===== config.mk =====
export PLATFORM = sky130hd
export DESIGN_NAME = alu_issue_seq_flat
export DESIGN_NICKNAME = d
export VERILOG_FILES = /design/src/rtl/alu_issue_seq_pkg.sv /design/src/rtl/alu_issue_seq_if.sv /design/src/rtl/alu_issue_seq.sv /design/src/flat_wrapper.sv
export SDC_FILE = /design/constraint.sdc
export NUM_CORES = 1
export LEC_CHECK = 0
export ABC_AREA = 0
export BUFFER_PORTS_ARGS = -buffer_cell sky130_fd_sc_hd__buf_2
export CORE_ASPECT_RATIO = 1.2
export CORE_MARGIN = 2
export CORE_UTILIZATION = 50
export CTS_CLUSTER_DIAMETER = 100
export DETAILED_ROUTE_END_ITERATION = 8
export PLACE_DENSITY = 0.76
export RECOVER_POWER = 100
export SKIP_LAST_GASP = 1
export SYNTH_ARGS = -nofsm -noshare
export SYNTH_HDL_FRONTEND = slang
export SYNTH_SLANG_ARGS = --single-unit
export TNS_END_PERCENT = 100

===== constraint.sdc =====
create_clock -name clk -period 2.12 [get_ports clk]
set_input_delay 0.106 -clock clk [delete_from_list [all_inputs] [get_ports clk]]
set_output_delay 0.106 -clock clk [all_outputs]
set_load 0.01 [all_outputs]

===== src/rtl/alu_issue_seq_pkg.sv =====
// Shared definitions for the ALU issue/sequencing stage.
//   op_e    : request opcodes (0sss = plain ALU select sss, 1000 = MUL, rest reserved)
//   sel_e   : select encodings understood by the datapath ALU
//   state_e : sequencer states
package alu_issue_seq_pkg;

  typedef enum logic [3:0] {
    OP_PASSA = 4'b0000,
    OP_INC   = 4'b0001,
    OP_ADD   = 4'b0010,
    OP_SUB   = 4'b0011,
    OP_AND   = 4'b0100,
    OP_OR    = 4'b0101,
    OP_DEC   = 4'b0110,
    OP_PASSB = 4'b0111,
    OP_MUL   = 4'b1000
  } op_e;

  typedef enum logic [2:0] {
    SEL_PASSA = 3'b000,
    SEL_INC   = 3'b001,
    SEL_ADD   = 3'b010,
    SEL_SUB   = 3'b011,
    SEL_AND   = 3'b100,
    SEL_OR    = 3'b101,
    SEL_DEC   = 3'b110,
    SEL_PASSB = 3'b111
  } sel_e;

  typedef enum logic [1:0] {
    IDLE = 2'd0,
    EXEC = 2'd1,
    MUL  = 2'd2,
    DONE = 2'd3
  } state_e;

  // Opcodes 1001..1111 have no meaning and are answered with out_err.
  function automatic logic is_reserved(input logic [3:0] op);
    return op[3] && (op[2:0] != 3'b000);
  endfunction

endpackage


===== src/rtl/alu_issue_seq_if.sv =====
// Request/response handshake bundle of the ALU issue stage.
//   in_*  : request channel (valid/ready, opcode, two operands)
//   out_* : response channel (valid/ready, 2*WIDTH result, carry, error flag)
// Modports: master = requester/consumer side, slave = the issue stage.
interface alu_issue_seq_if #(
  parameter int WIDTH = 8
) ();

  logic               in_valid;
  logic               in_ready;
  logic [3:0]         in_op;
  logic [WIDTH-1:0]   in_a;
  logic [WIDTH-1:0]   in_b;
  logic               out_valid;
  logic               out_ready;
  logic [2*WIDTH-1:0] out_result;
  logic               out_carry;
  logic               out_err;

  modport master (
    output in_valid, in_op, in_a, in_b, out_ready,
    input  in_ready, out_valid, out_result, out_carry, out_err
  );

  modport slave (
    input  in_valid, in_op, in_a, in_b, out_ready,
    output in_ready, out_valid, out_result, out_carry, out_err
  );

endinterface


===== src/rtl/alu_issue_seq.sv =====
// ALU issue/sequencing stage. Accepts one request at a time, drives the shared
// external ALU and returns the captured result. MUL is done as WIDTH rounds of
// shift-add on the same ALU.
// Ports:
//   clk, rst_n  : clock, asynchronous active-low reset
//   bus         : request/response handshake (slave modport)
//   alu_a/alu_b : operands to the ALU (0 outside EXEC/MUL)
//   alu_select  : ALU function select (0 outside EXEC/MUL)
//   alu_y       : combinational ALU result, WIDTH+1 bits including carry
module alu_issue_seq
  import alu_issue_seq_pkg::*;
#(
  parameter int WIDTH = 8
) (
  input  logic               clk,
  input  logic               rst_n,
  alu_issue_seq_if.slave     bus,
  output logic [WIDTH-1:0]   alu_a,
  output logic [WIDTH-1:0]   alu_b,
  output logic [2:0]         alu_select,
  input  logic [WIDTH:0]     alu_y
);

  localparam int CW = $clog2(WIDTH + 1);
  localparam logic [CW-1:0] LAST_ITER = CW'(WIDTH - 1);

  state_e               state_q, state_d;
  logic [3:0]           op_q, op_d;
  logic [WIDTH-1:0]     a_q, a_d;        // operand A / multiplicand
  logic [WIDTH-1:0]     acc_hi_q, acc_hi_d;
  logic [WIDTH-1:0]     mpl_q, mpl_d;    // operand B; low product half during MUL
  logic [CW-1:0]        count_q, count_d;
  logic [2*WIDTH-1:0]   result_q, result_d;
  logic                 carry_q, carry_d;
  logic                 err_q, err_d;

  assign bus.in_ready   = (state_q == IDLE);
  assign bus.out_valid  = (state_q == DONE);
  assign bus.out_result = result_q;
  assign bus.out_carry  = carry_q;
  assign bus.out_err    = err_q;

  always_comb begin
    // NOTE: every signal written here gets a default first, so no path leaves
    // one unassigned and no latch is inferred.
    state_d    = state_q;
    op_d       = op_q;
    a_d        = a_q;
    acc_hi_d   = acc_hi_q;
    mpl_d      = mpl_q;
    count_d    = count_q;
    result_d   = result_q;
    carry_d    = carry_q;
    err_d      = err_q;
    alu_a      = '0;
    alu_b      = '0;
    alu_select = SEL_PASSA;

    unique case (state_q)
      IDLE: begin
        if (bus.in_valid) begin
          op_d     = bus.in_op;
          a_d      = bus.in_a;
          mpl_d    = bus.in_b;
          acc_hi_d = '0;
          count_d  = '0;
          state_d  = (bus.in_op == OP_MUL) ? MUL : EXEC;
        end
      end

      EXEC: begin
        alu_a   = a_q;
        alu_b   = mpl_q;
        state_d = DONE;
        if (is_reserved(op_q)) begin
          result_d = '0;
          carry_d  = 1'b0;
          err_d    = 1'b1;
        end else begin
          alu_select = op_q[2:0];
          result_d   = {{WIDTH{1'b0}}, alu_y[WIDTH-1:0]};
          carry_d    = alu_y[WIDTH];
          err_d      = 1'b0;
        end
      end

      MUL: begin
        alu_a      = acc_hi_q;
        alu_b      = a_q;
        alu_select = mpl_q[0] ? SEL_ADD : SEL_PASSA;
        // The ALU sum (with its carry) replaces acc_hi and the whole
        // {sum, multiplier} word shifts right one place, so the carry lands in
        // the top bit of acc_hi and the consumed multiplier bit drops out.
        {acc_hi_d, mpl_d} = {alu_y, mpl_q[WIDTH-1:1]};
        count_d = count_q + CW'(1);
        if (count_q == LAST_ITER) begin
          result_d = {acc_hi_d, mpl_d};
          carry_d  = 1'b0;
          err_d    = 1'b0;
          state_d  = DONE;
        end
      end

      DONE: begin
        if (bus.out_ready) state_d = IDLE;
      end

      default: state_d = IDLE;
    endcase
  end

  // NOTE: sequential state uses non-blocking assignments so every flop samples
  // the values from before the edge, independent of statement order.
  always_ff @(posedge clk or negedge rst_n) begin
    if (!rst_n) begin
      state_q  <= IDLE;
      op_q     <= '0;
      a_q      <= '0;
      acc_hi_q <= '0;
      mpl_q    <= '0;
      count_q  <= '0;
      result_q <= '0;
      carry_q  <= 1'b0;
      err_q    <= 1'b0;
    end else begin
      state_q  <= state_d;
      op_q     <= op_d;
      a_q      <= a_d;
      acc_hi_q <= acc_hi_d;
      mpl_q    <= mpl_d;
      count_q  <= count_d;
      result_q <= result_d;
      carry_q  <= carry_d;
      err_q    <= err_d;
    end
  end

endmodule


===== src/flat_wrapper.sv =====
// flat-port wrapper written by rule: the top's interface ports become plain ports
module alu_issue_seq_flat import alu_issue_seq_pkg::*;
#(
  parameter int WIDTH = 8
)
  (clk, rst_n, alu_a, alu_b, alu_select, alu_y, bus_in_valid, bus_in_op, bus_in_a, bus_in_b, bus_out_ready, bus_in_ready, bus_out_valid, bus_out_result, bus_out_carry, bus_out_err);
  alu_issue_seq_if #(.WIDTH(WIDTH)) bus_i ();
  input  logic clk;
  input  logic rst_n;
  output logic [WIDTH-1:0] alu_a;
  output logic [WIDTH-1:0] alu_b;
  output logic [2:0] alu_select;
  input  logic [WIDTH:0] alu_y;
  input wire logic [$bits(bus_i.in_valid)-1:0] bus_in_valid;
  input wire logic [$bits(bus_i.in_op)-1:0] bus_in_op;
  input wire logic [$bits(bus_i.in_a)-1:0] bus_in_a;
  input wire logic [$bits(bus_i.in_b)-1:0] bus_in_b;
  input wire logic [$bits(bus_i.out_ready)-1:0] bus_out_ready;
  output wire logic [$bits(bus_i.in_ready)-1:0] bus_in_ready;
  output wire logic [$bits(bus_i.out_valid)-1:0] bus_out_valid;
  output wire logic [$bits(bus_i.out_result)-1:0] bus_out_result;
  output wire logic [$bits(bus_i.out_carry)-1:0] bus_out_carry;
  output wire logic [$bits(bus_i.out_err)-1:0] bus_out_err;
  assign bus_i.in_valid = bus_in_valid;
  assign bus_i.in_op = bus_in_op;
  assign bus_i.in_a = bus_in_a;
  assign bus_i.in_b = bus_in_b;
  assign bus_i.out_ready = bus_out_ready;
  assign bus_in_ready = bus_i.in_ready;
  assign bus_out_valid = bus_i.out_valid;
  assign bus_out_result = bus_i.out_result;
  assign bus_out_carry = bus_i.out_carry;
  assign bus_out_err = bus_i.out_err;
  alu_issue_seq #(.WIDTH(WIDTH)) u_core (.clk(clk), .rst_n(rst_n), .bus(bus_i), .alu_a(alu_a), .alu_b(alu_b), .alu_select(alu_select), .alu_y(alu_y));
endmodule

==> results.yml, run 1 <==
run_status:
  run_status: "finished, final reports clean"
timing:
  drv_slew: 0
  timing_worst_slew_pin_value_ns: 1.01
  rsz0062_at_grt: "false"
  final.setup.tns_ns: 0
  timing.fmax_mhz: 501
  timing_hold_violations_final: 0
  final.setup_skew_ns: 0.00495
  period_needed_ns: 2.00
  report.final.setup_viol: 0
  maxSlewHeadroom: 0.330
  min_period_over_period: 0.942
grt:
  gr-usage-all-layers: 0.239
  met1_usage: 0.337
  globalRoute.busiestLayer: "met2"
  grt_max_degree: 31
  grt_antenna_before_repair: 0
  grt_pass1_wl_microns: 11400
  overflow: 0
  groute.layer.met2.usage: 0.379
  grtUsageMet3: 0.0353
  first_global_vias: 2230
setup_path:
  crit_arrival_ns: 2.22
  critical_path_cell_by_cell: "inv_1 > ha_2 > buf_4 > and2_0 > a22oi_1 > o21ai_1"
  cpLargestDelayFamily: "buffers and inverters"
  setup.worst_path.class: "register to register"
  worst_path_max_delay_cell: "sky130_fd_sc_hd__dfrtp_1"
  worst-path-max-fanout: 30
  crit_required_ns: 2.34
  rr_worst_depth: 6
  end_kind: "register"
  cp_num_cells: 6
  cp_slowest_stage_delay_ns: 0.43
  crit_path_start_kind: "register"
  critPathBufInv: 2
die:
  floorplan.core_area_sq_mm: 0.00533
  dieArea_sq_mm: 0.00620
  chipWidth_microns: 72.2
  fp.dieH_microns: 85.8
  initial_core_util: 0.523
  ioPinCount: 72
  placement_rows: 29
synthesis:
  post-synth-top-area-fraction: 0.466
  post_synth_inst_count: 257
  synth_top_area_cell: "sky130_fd_sc_hd__dfrtp_1"
  synth-compound-area-share: 0.180
  synthesized_area_fraction_occupied_by_adder_cells: 0.0224
  yosys_warnings: 0
  mappedNetlistArea_sq_mm: 0.00279
  ys_types: 43
  synth.avg_cell_area_sq_um: 10.9
  async_flop_share: 1.00
  synth.yosys.seq_area_share: 0.466
  synth.net_count: 295
  synth-xor-area-share: 0.00314
  postSynthRegisterBits: 52
  synthMuxAreaShare: 0.139
  synth_simple_gate_area_share: 0.140
  synth_top_flop_cell: "sky130_fd_sc_hd__dfrtp_1"
  synth_top_cells_by_area: "sky130_fd_sc_hd__dfrtp_1 47%, sky130_fd_sc_hd__mux2_1 6.5%, sky130_fd_sc_hd__a22o_1 5.3%"
  synth_edf_count: 0
  synth_top_family_by_area: "compound AO/OA/AOI/OAI gates"
place:
  routabilityCongestion: 0.820
  post-dp-hpwl_microns: 5060
  portbufs: 71
flow_run:
  drv_cap: 0
pwr:
  power.density_cell_area_mw_per_mm2: 1520
  total_power_w: 0.00491
  power.leakage_nw: 1.49
  vdd_ir_drop_max_uv: 832
clocking:
  h_tree_levels: 2
  cts_root_buffer: "sky130_fd_sc_hd__clkbuf_8"
  clk_pin_slew_worst_paths_ns: 0.09
  tritoncts_clock_tree: "built"
  numCtsBuffers: 5
  clock-sinks: 52
  worstSkewPairLatency_ns: 0.30
  cts-root-to-sink-buffers: 2
route:
  firstDrtPassIters: 4
  postRouteAntennaNets: 0
  wl_per_cell_microns: 17.3
  vias: 2286
  drt-initial-drc-count: 137
  via_per_inst: 5.83
  routed_wirelength_microns: 6790
  remaining_drc_errors: 0
layout:
  final_common_cell: "sky130_fd_sc_hd__dfrtp_1"
  final_layout_size_suffix_gt1_frac: 0.197
  syn2layout_area_growth_pct: 15.9
  antenna_cells: 0
  finish.net_count: 367
  mostFrequentLayoutCells: "52 x sky130_fd_sc_hd__dfrtp_1, 35 x sky130_fd_sc_hd__buf_2, 33 x sky130_fd_sc_hd__clkbuf_1"
hold_path:
  min-delay-path-class: "primary input to register"
  hold-path-cell-count: 3
-- stage by stage --
step / area (sq um) / utilization / std cells / worst slack [ns] / hold slack (ns)
detailed placement: 3200 / 0.599 / 383 / 0.204 / 0.0607
CTS: 3330 / 0.624 / 392 / 0.0462 / 0.00974
finish: 3230 / 0.606 / 392 / 0.124 / 0.00853
global route: 3230 / 0.606 / 392 / 0.00664 / 0.00741
floorplan: 2790 / - / 257 / 0.436 / -0.190
global placement: 3200 / 0.599 / 383 / 0.272 / 0.0576
-- state kept, by name, indices dropped and copies added, names as in the netlist --
name and flops:
u_core.bus.out_result 16, u_core.a_q 8, u_core.acc_hi_q 8, u_core.mpl_q 8, u_core.count_q 4, u_core.op_q 4, u_core.state_q 2, u_core.bus.out_carry 1
u_core.bus.out_err 1
-- worst reg2reg max path, delay by kind of cell, from the launching register on --
kind | cells | cell delay [ns]
adder cells (fa/ha/maj) | 1 | 0.33
AO/OA/AOI/OAI | 2 | 0.28
buffers and inverters | 2 | 0.45
flip-flops | 1 | 0.43
AND/OR/NAND/NOR | 1 | 0.43
-- cells in the mapped netlist, types with 2 or more instances --
cell	instances
sky130_fd_sc_hd__buf_2	14
sky130_fd_sc_hd__nor3b_1	3
sky130_fd_sc_hd__nand3b_1	2
sky130_fd_sc_hd__o21ai_0	5
sky130_fd_sc_hd__a22o_1	17
sky130_fd_sc_hd__a32o_1	2
sky130_fd_sc_hd__inv_1	6
sky130_fd_sc_hd__mux2_4	8
sky130_fd_sc_hd__mux2_1	16
sky130_fd_sc_hd__nand2b_1	11
sky130_fd_sc_hd__dfrtp_1	52
sky130_fd_sc_hd__a22oi_1	8
sky130_fd_sc_hd__nand3_1	4
sky130_fd_sc_hd__and2_1	11
sky130_fd_sc_hd__a21boi_1	2
sky130_fd_sc_hd__o21ai_1	12
sky130_fd_sc_hd__mux2_2	3
sky130_fd_sc_hd__o22ai_1	2
sky130_fd_sc_hd__nor2_1	3
sky130_fd_sc_hd__a21oi_1	8
sky130_fd_sc_hd__ha_1	5
sky130_fd_sc_hd__a31oi_1	3
sky130_fd_sc_hd__nor2b_1	3
sky130_fd_sc_hd__mux2i_1	4
sky130_fd_sc_hd__a32oi_1	7
sky130_fd_sc_hd__nor3_1	2
sky130_fd_sc_hd__nand2_1	28
-- per-layer routing --
| layer | vias to the layer above | wire, microns |
|---|---|---|
| met4 | 0 | 83 |
| met2 | 83 | 3240 |
| li1 | 1080 | - |
| met3 | 7 | 391 |
| met1 | 1116 | 3080 |
| met5 | - | 0 |
-- cells by family after synthesis --
kind of cell	after synthesis
AOI/OAI and AO/OA	70
xor gates and xnor gates	1
adders and majority gates	5
buffers and inverters	25
DFF	52
muxes	32
and+or+nand+nor	72
-- power by group --
group,total (W),internal (W),switching [W]
combinational,0.00246,0.00112,0.00135
sequential,0.00177,0.00141,0.000365
clock,0.000672,0.000351,0.000321
total,0.00491,0.00288,0.00203
-- path summary, 6_finish.rpt --
kind | start | end | slack, ns
worst max-delay path | u_core.state_q[0] | u_core.acc_hi_q[5] | 0.12
worst min-delay path | bus_in_b[2] | u_core.mpl_q[2] | 0.009
worst max register to register | u_core.state_q[0] | u_core.acc_hi_q[5] | 0.12
worst min register to register | u_core.bus.out_result[0] | u_core.bus.out_result[0] | 0.49
max in group asynchronous | rst_n | u_core.mpl_q[4] | 0.58
min in group asynchronous | rst_n | u_core.bus.out_result[7] | 0.48
-- timing repair --
action | 4_1_cts | 5_1_grt
gates resized for setup | 2 | 3
buffers inserted | 0 | 0
hold endpoints to repair | 17 | 0
setup endpoints to repair | 3 | 21
hold buffers | 1 | 0
-- final cells by class --
| class | count | area (sq um) |
|---|---|---|
| multi-input combinational | 180 | 1320 |
| tap | 62 | 77.6 |
| inverter | 7 | 26.3 |
| sequential | 52 | 1300 |
| clock inverter | 2 | 35.0 |
| clock buffer | 6 | 72.6 |
| timing repair buffer | 83 | 402 |
| fill | 477 | 2100 |
Note: power is estimated with default switching activity, not from simulation.
==> run 2: changes to the inputs <==
BUFFER_PORTS_ARGS = not set   (was -buffer_cell sky130_fd_sc_hd__buf_2)
DONT_BUFFER_PORTS = 1   (was not set)
PLACE_DENSITY = not set   (was 0.76)
==> run 2 against run 1 <==
Against the previous run:
- worst hold slack improved by 0.0062 ns
- register-to-register slack better by 0.12 ns
- sequential cell count is the same
- clock power shrank 13%
- cell count shrank 12%
- final area is 2.6% lower
- largest power group unchanged
==> results.yml, run 2 (same netlist as run 1, synthesis figures left out) <==
clocking:
  post_cts_hold_buffer_count: 30
  tritoncts_clock_tree: "built"
  clock-sinks: 52
  postCtsSetupBuffers: 0
  worstSkewPairLatency_ns: 0.30
  clk_pin_slew_worst_paths_ns: 0.09
  post_cts_resized: 0
  h_tree_levels: 2
  numCtsBuffers: 5
  cts_root_buffer: "sky130_fd_sc_hd__clkbuf_8"
  cts-root-to-sink-buffers: 2
setup_path:
  end_kind: "output pin"
  critical_path_cell_by_cell: "inv_1 > ha_1 > and2_1 > buf_4 > a22o_1"
  cp_num_cells: 5
  critPathBufInv: 2
  crit_arrival_ns: 1.84
  cpLargestDelayFamily: "flip-flops"
  rrSetupSlack_ns: 0.24
  crit-reg2reg-capture: "u_core.acc_hi_q[0]"
  worst_path_max_delay_cell: "sky130_fd_sc_hd__dfrtp_1"
  worst-path-max-fanout: 16
  crit_path_start: "u_core.state_q[0]"
  timing.rr.start: "u_core.state_q[0]"
  setup.worst_path.class: "register to output pin"
  cp_slowest_stage_delay_ns: 0.40
  crit_required_ns: 2.01
  crit_path_start_kind: "register"
  setup.worst_path.end: "alu_b[7]"
  rr_worst_depth: 6
route:
  postRouteAntennaNets: 0
  vias: 2061
  wl_per_cell_microns: 19.7
  firstDrtPassIters: 4
  routed_wirelength_microns: 6800
  drt-initial-drc-count: 90
  remaining_drc_errors: 0
  via_per_inst: 5.96
timing:
  drv_slew: 0
  period_needed_ns: 1.95
  timing_hold_violations_final: 0
  min_period_over_period: 0.920
  timing_worst_slew_pin_value_ns: 1.30
  report.final.setup_viol: 0
  maxSlewHeadroom: 0.134
  timing.fmax_mhz: 513
  final.setup.tns_ns: 0
  final.setup_skew_ns: 0.00333
  rsz0062_at_grt: "false"
layout:
  final_common_cell: "sky130_fd_sc_hd__dfrtp_1"
  final_design_area_no_fill_sq_mm: 0.00315
  max_ffs_per_register: 16
  syn2layout_area_growth_pct: 13.0
  mostFrequentLayoutCells: "52 x sky130_fd_sc_hd__dfrtp_1, 29 x sky130_fd_sc_hd__dlygate4sd3_1, 28 x sky130_fd_sc_hd__nand2_1"
  final_layout_size_suffix_gt1_frac: 0.0669
  antenna_cells: 0
  finish.net_count: 321
grt:
  overflow: 0
  gr-usage-all-layers: 0.230
  grt_antenna_before_repair: 0
  first_global_vias: 1991
  grt_pass1_wl_microns: 10900
  grt_max_degree: 53
place:
  portbufs: 0
  routabilityCongestion: 0.747
  post-dp-hpwl_microns: 4670
  placedInstanceArea_sq_mm: 0.00281
die:
  dieArea_sq_mm: 0.00620
  chipWidth_microns: 72.2
  initial_core_util: 0.523
  floorplan.core_area_sq_mm: 0.00533
  fp.dieH_microns: 85.8
  ioPinCount: 72
  placement_rows: 29
flow_run:
  drv_cap: 0
pwr:
  power.density_cell_area_mw_per_mm2: 1440
  total_power_w: 0.00454
  vdd_ir_drop_max_uv: 881
  power.leakage_nw: 1.38
hold_path:
  hold-path-cell-count: 2
  min-delay-path-class: "primary input to register"
run_status:
  run_status: "finished, final reports clean"
## run 2: cell types whose count changed in the layout (fill, tap and decap cells not counted), sizes merged
cell / before / now
buf: 42 / 4
clkinv: 1 / 0
bufinv: 1 / 0
clkbuf: 46 / 12
dlygate4sd3: 1 / 29
## run 2: final cells by class
class	count	area [sq um]
clock buffer	8	90.1
fill	471	2180
inverter	7	26.3
multi-input combinational	180	1320
sequential	52	1300
tap	62	77.6
timing repair buffer	37	338
## run 2: worst min path at each step
stage	start	to	slack, ns
global route	bus_in_op[3]	u_core.state_q[1]	0.04
CTS	alu_y[0]	u_core.mpl_q[7]	0.01
global placement	rst_n	u_core.bus.out_result[4]	-0.19
floorplan	rst_n	u_core.a_q[0]	-0.19
finish	alu_y[0]	u_core.mpl_q[7]	0.01
detailed placement	rst_n	u_core.bus.out_result[4]	-0.19
## run 2: routing by layer
layer | track usage | part of all wire | up-vias
met3 | 0.0505 | 0.044 | 6
met5 | 0 | 0 | -
met1 | 0.312 | 0.42 | 1027
li1 | - | - | 981
met4 | 0.0600 | 0.0097 | 0
met2 | 0.372 | 0.53 | 47
## run 2: where the power goes
group	switching (W)	internal, W
sequential	0.000428	0.00141
combinational	0.00118	0.000936
clock	0.000317	0.000267
total	0.00193	0.00261
## run 2: per-stage QoR
step / instances / worst slack (ns) / hold slack, ns / utilization
after floorplan: 257 / 0.436 / -0.190 / -
after global placement: 308 / 0.248 / -0.188 / 0.527
after detailed placement: 308 / 0.213 / -0.188 / 0.527
after CTS: 346 / 0.148 / 0.0116 / 0.604
after global routing: 346 / 0.0372 / 0.0374 / 0.591
final: 346 / 0.170 / 0.0147 / 0.591
==> run 3: changes to the inputs <==
ABC_AREA = 1   (was 0)
==> run 3 against run 2 <==
Against the previous run:
- setup slack got worse by 0.032 ns
- largest power group unchanged
- final area decreased by 2.7%
- utilization increased by 2.5 points
- first-iteration DRC count increased by 22%
- non-clock buffer count increased by 10
- clock skew is 0.014 ns higher
==> results.yml, run 3 <==
timing:
  final.setup_skew_ns: 0.0178
  drv_slew: 0
  period_needed_ns: 1.98
  timing_hold_violations_final: 0
  timing_worst_slew_pin_value_ns: 1.26
  report.final.setup_viol: 0
  maxSlewHeadroom: 0.160
  hold_slack_final_ns: 0.00843
  timing.fmax_mhz: 505
  rsz0062_at_grt: "false"
  min_period_over_period: 0.935
  final.setup.tns_ns: 0
layout:
  syn2layout_area_growth_pct: 17.8
  multi_input_area_sq_mm: 0.00106
  finish.net_count: 411
  max_ffs_per_register: 16
  filler_cell_count: 484
  seq_area_sq_mm: 0.00130
  antenna_cells: 0
  mostFrequentLayoutCells: "125 x sky130_fd_sc_hd__nand2_1, 52 x sky130_fd_sc_hd__dfrtp_1, 32 x sky130_fd_sc_hd__inv_1, 32 x sky130_fd_sc_hd__o21ai_0, 29 x sky130_fd_sc_hd__dlygate4sd3_1"
  final_common_cell: "sky130_fd_sc_hd__nand2_1"
  final_layout_size_suffix_gt1_frac: 0.0668
clocking:
  clock-sinks: 52
  h_tree_levels: 2
  clk_pin_slew_worst_paths_ns: 0.09
  cts_root_buffer: "sky130_fd_sc_hd__clkbuf_8"
  cts-root-to-sink-buffers: 2
  worstSkewPairLatency_ns: 0.31
  tritoncts_clock_tree: "built"
  numCtsBuffers: 5
setup_path:
  critical_path_cell_by_cell: "inv_1 > ha_1 > buf_4 > nand2_2 > o21ai_0 > buf_4"
  crit_required_ns: 2.01
  crit_arrival_ns: 1.88
  cp_slowest_stage_delay_ns: 0.40
  setup.worst_path.class: "register to output pin"
  critPathBufInv: 3
  end_kind: "output pin"
  rr_worst_depth: 8
  cp_num_cells: 6
  crit_path_start_kind: "register"
  worst-path-max-fanout: 11
  cpLargestDelayFamily: "buffers and inverters"
  worst_path_max_delay_cell: "sky130_fd_sc_hd__dfrtp_1"
  worst_path_most_repeated_cell: "sky130_fd_sc_hd__buf_4"
route:
  top_signal_layer_used: "met4"
  routed_wirelength_microns: 6130
  via_per_inst: 5.17
  drt-initial-drc-count: 110
  remaining_drc_errors: 0
  firstDrtPassIters: 4
  routed-wl-met3_microns: 375
  vias: 2242
  wl_per_cell_microns: 14.1
  wl_met1_microns: 2830
  postRouteAntennaNets: 0
  met2RoutedLength_microns: 2820
grt:
  grt_max_degree: 53
  gr-usage-all-layers: 0.224
  grt_antenna_before_repair: 0
  grt_pass1_wl_microns: 10400
  overflow: 0
  first_global_vias: 2165
die:
  placement_rows: 28
  fp.dieH_microns: 83.0
  chipWidth_microns: 69.9
  dieArea_sq_mm: 0.00580
  floorplan.core_area_sq_mm: 0.00497
  initial_core_util: 0.523
  ioPinCount: 72
synthesis:
  synth.yosys.seq_area_share: 0.500
  post-synth-top-area-fraction: 0.500
  post_synth_inst_count: 333
  post_synth_top_cells: "126 x sky130_fd_sc_hd__nand2_1, 52 x sky130_fd_sc_hd__dfrtp_1, 32 x sky130_fd_sc_hd__inv_1, 29 x sky130_fd_sc_hd__o21ai_0, 28 x sky130_fd_sc_hd__nor2_1"
  yosysMostFrequentCell: "sky130_fd_sc_hd__nand2_1"
  mappedNetlistArea_sq_mm: 0.00260
  synth_top_area_cell: "sky130_fd_sc_hd__dfrtp_1"
  synth_edf_count: 0
  yosys_warnings: 0
  async_flop_share: 1.00
  synth.net_count: 371
  synth_top_flop_cell: "sky130_fd_sc_hd__dfrtp_1"
  synth_top_cells_by_area: "sky130_fd_sc_hd__dfrtp_1 50%, sky130_fd_sc_hd__nand2_1 18%, sky130_fd_sc_hd__o21ai_0 5.6%"
  synth.avg_cell_area_sq_um: 7.82
  ys_types: 27
  postSynthRegisterBits: 52
pwr:
  vdd_ir_drop_max_uv: 678
  power.leakage_nw: 1.54
  power.density_cell_area_mw_per_mm2: 1480
  total_power_w: 0.00455
place:
  portbufs: 0
  post-dp-hpwl_microns: 4320
  routabilityCongestion: 0.784
flow_run:
  drv_cap: 0
hold_path:
  min-delay-path-class: "primary input to register"
  hold-path-cell-count: 2
run_status:
  run_status: "finished, final reports clean"
[run 3: changes by cell type after synthesis, moves of 8 or more]
cell,delta
sky130_fd_sc_hd__o21ai_0,+24
sky130_fd_sc_hd__mux2_1,-16
sky130_fd_sc_hd__inv_1,+26
sky130_fd_sc_hd__a22o_1,-17
sky130_fd_sc_hd__and2_1,-11
sky130_fd_sc_hd__nand2b_1,-11
sky130_fd_sc_hd__nor2_1,+25
sky130_fd_sc_hd__nand2_1,+98
sky130_fd_sc_hd__mux2_4,-8
sky130_fd_sc_hd__o21ai_1,-11
sky130_fd_sc_hd__a22oi_1,-8
[run 3: per-stage QoR]
| step | instances | area, sq um | util | worst slack (ns) |
|---|---|---|---|---|
| 2_1_floorplan | 333 | 2600 | - | 0.550 |
| 3_3_place_gp | 396 | 2730 | 0.548 | 0.369 |
| 3_5_place_dp | 396 | 2730 | 0.548 | 0.303 |
| 4_1_cts | 434 | 3160 | 0.635 | 0.0765 |
| 5_1_grt | 434 | 3070 | 0.616 | 0.0210 |
| 6_report | 434 | 3070 | 0.616 | 0.138 |
[run 3: final timing paths]
kind	start	to	slack (ns)
max in group asynchronous	rst_n	u_core.mpl_q[0]	0.75
min in group asynchronous	rst_n	u_core.bus.out_result[11]	0.59
max reg2reg	u_core.state_q[0]	u_core.mpl_q[7]	0.16
min reg2reg	u_core.acc_hi_q[7]	u_core.acc_hi_q[7]	0.52
max	u_core.state_q[0]	alu_b[6]	0.14
min	bus_in_op[1]	u_core.op_q[1]	0.008
[run 3: routing by layer]
layer | global-route usage | up-vias
met5 | 0 | -
met4 | 0.0647 | 0
met3 | 0.0570 | 12
met2 | 0.353 | 72
met1 | 0.305 | 1030
li1 | - | 1128
[run 3: what timing repair did]
item | in CTS | in global routing
setup endpoints to repair | 0 | 4
gates resized for setup | 0 | 2
setup buffers | 0 | 0
hold buffers | 30 | 0
hold endpoints to repair | 83 | 0
[run 3: final cells by class]
class | instances | share of cell area
sequential | 52 | 0.424
multi-input combinational | 233 | 0.346
timing repair buffer | 47 | 0.126
inverter | 34 | 0.0416
tap | 60 | 0.0245
clock buffer | 5 | 0.0224
clock inverter | 3 | 0.0151
[run 3: logic make-up after synthesis]
family,synth area share
buffers and inverters,0.0788
flip-flops,0.500
adder cells (fa/ha/maj),0.0240
AO/OA/AOI/OAI,0.137
multiplexers,0.00433
AND/OR/NAND/NOR,0.256
[run 3: report_power, final]
part           switching [W]  leakage [nW]  internal, W
Combinational        0.00136         0.833     0.000680
Sequential          0.000367         0.656      0.00145
Clock               0.000340        0.0548     0.000356
Total                0.00207          1.54      0.00248
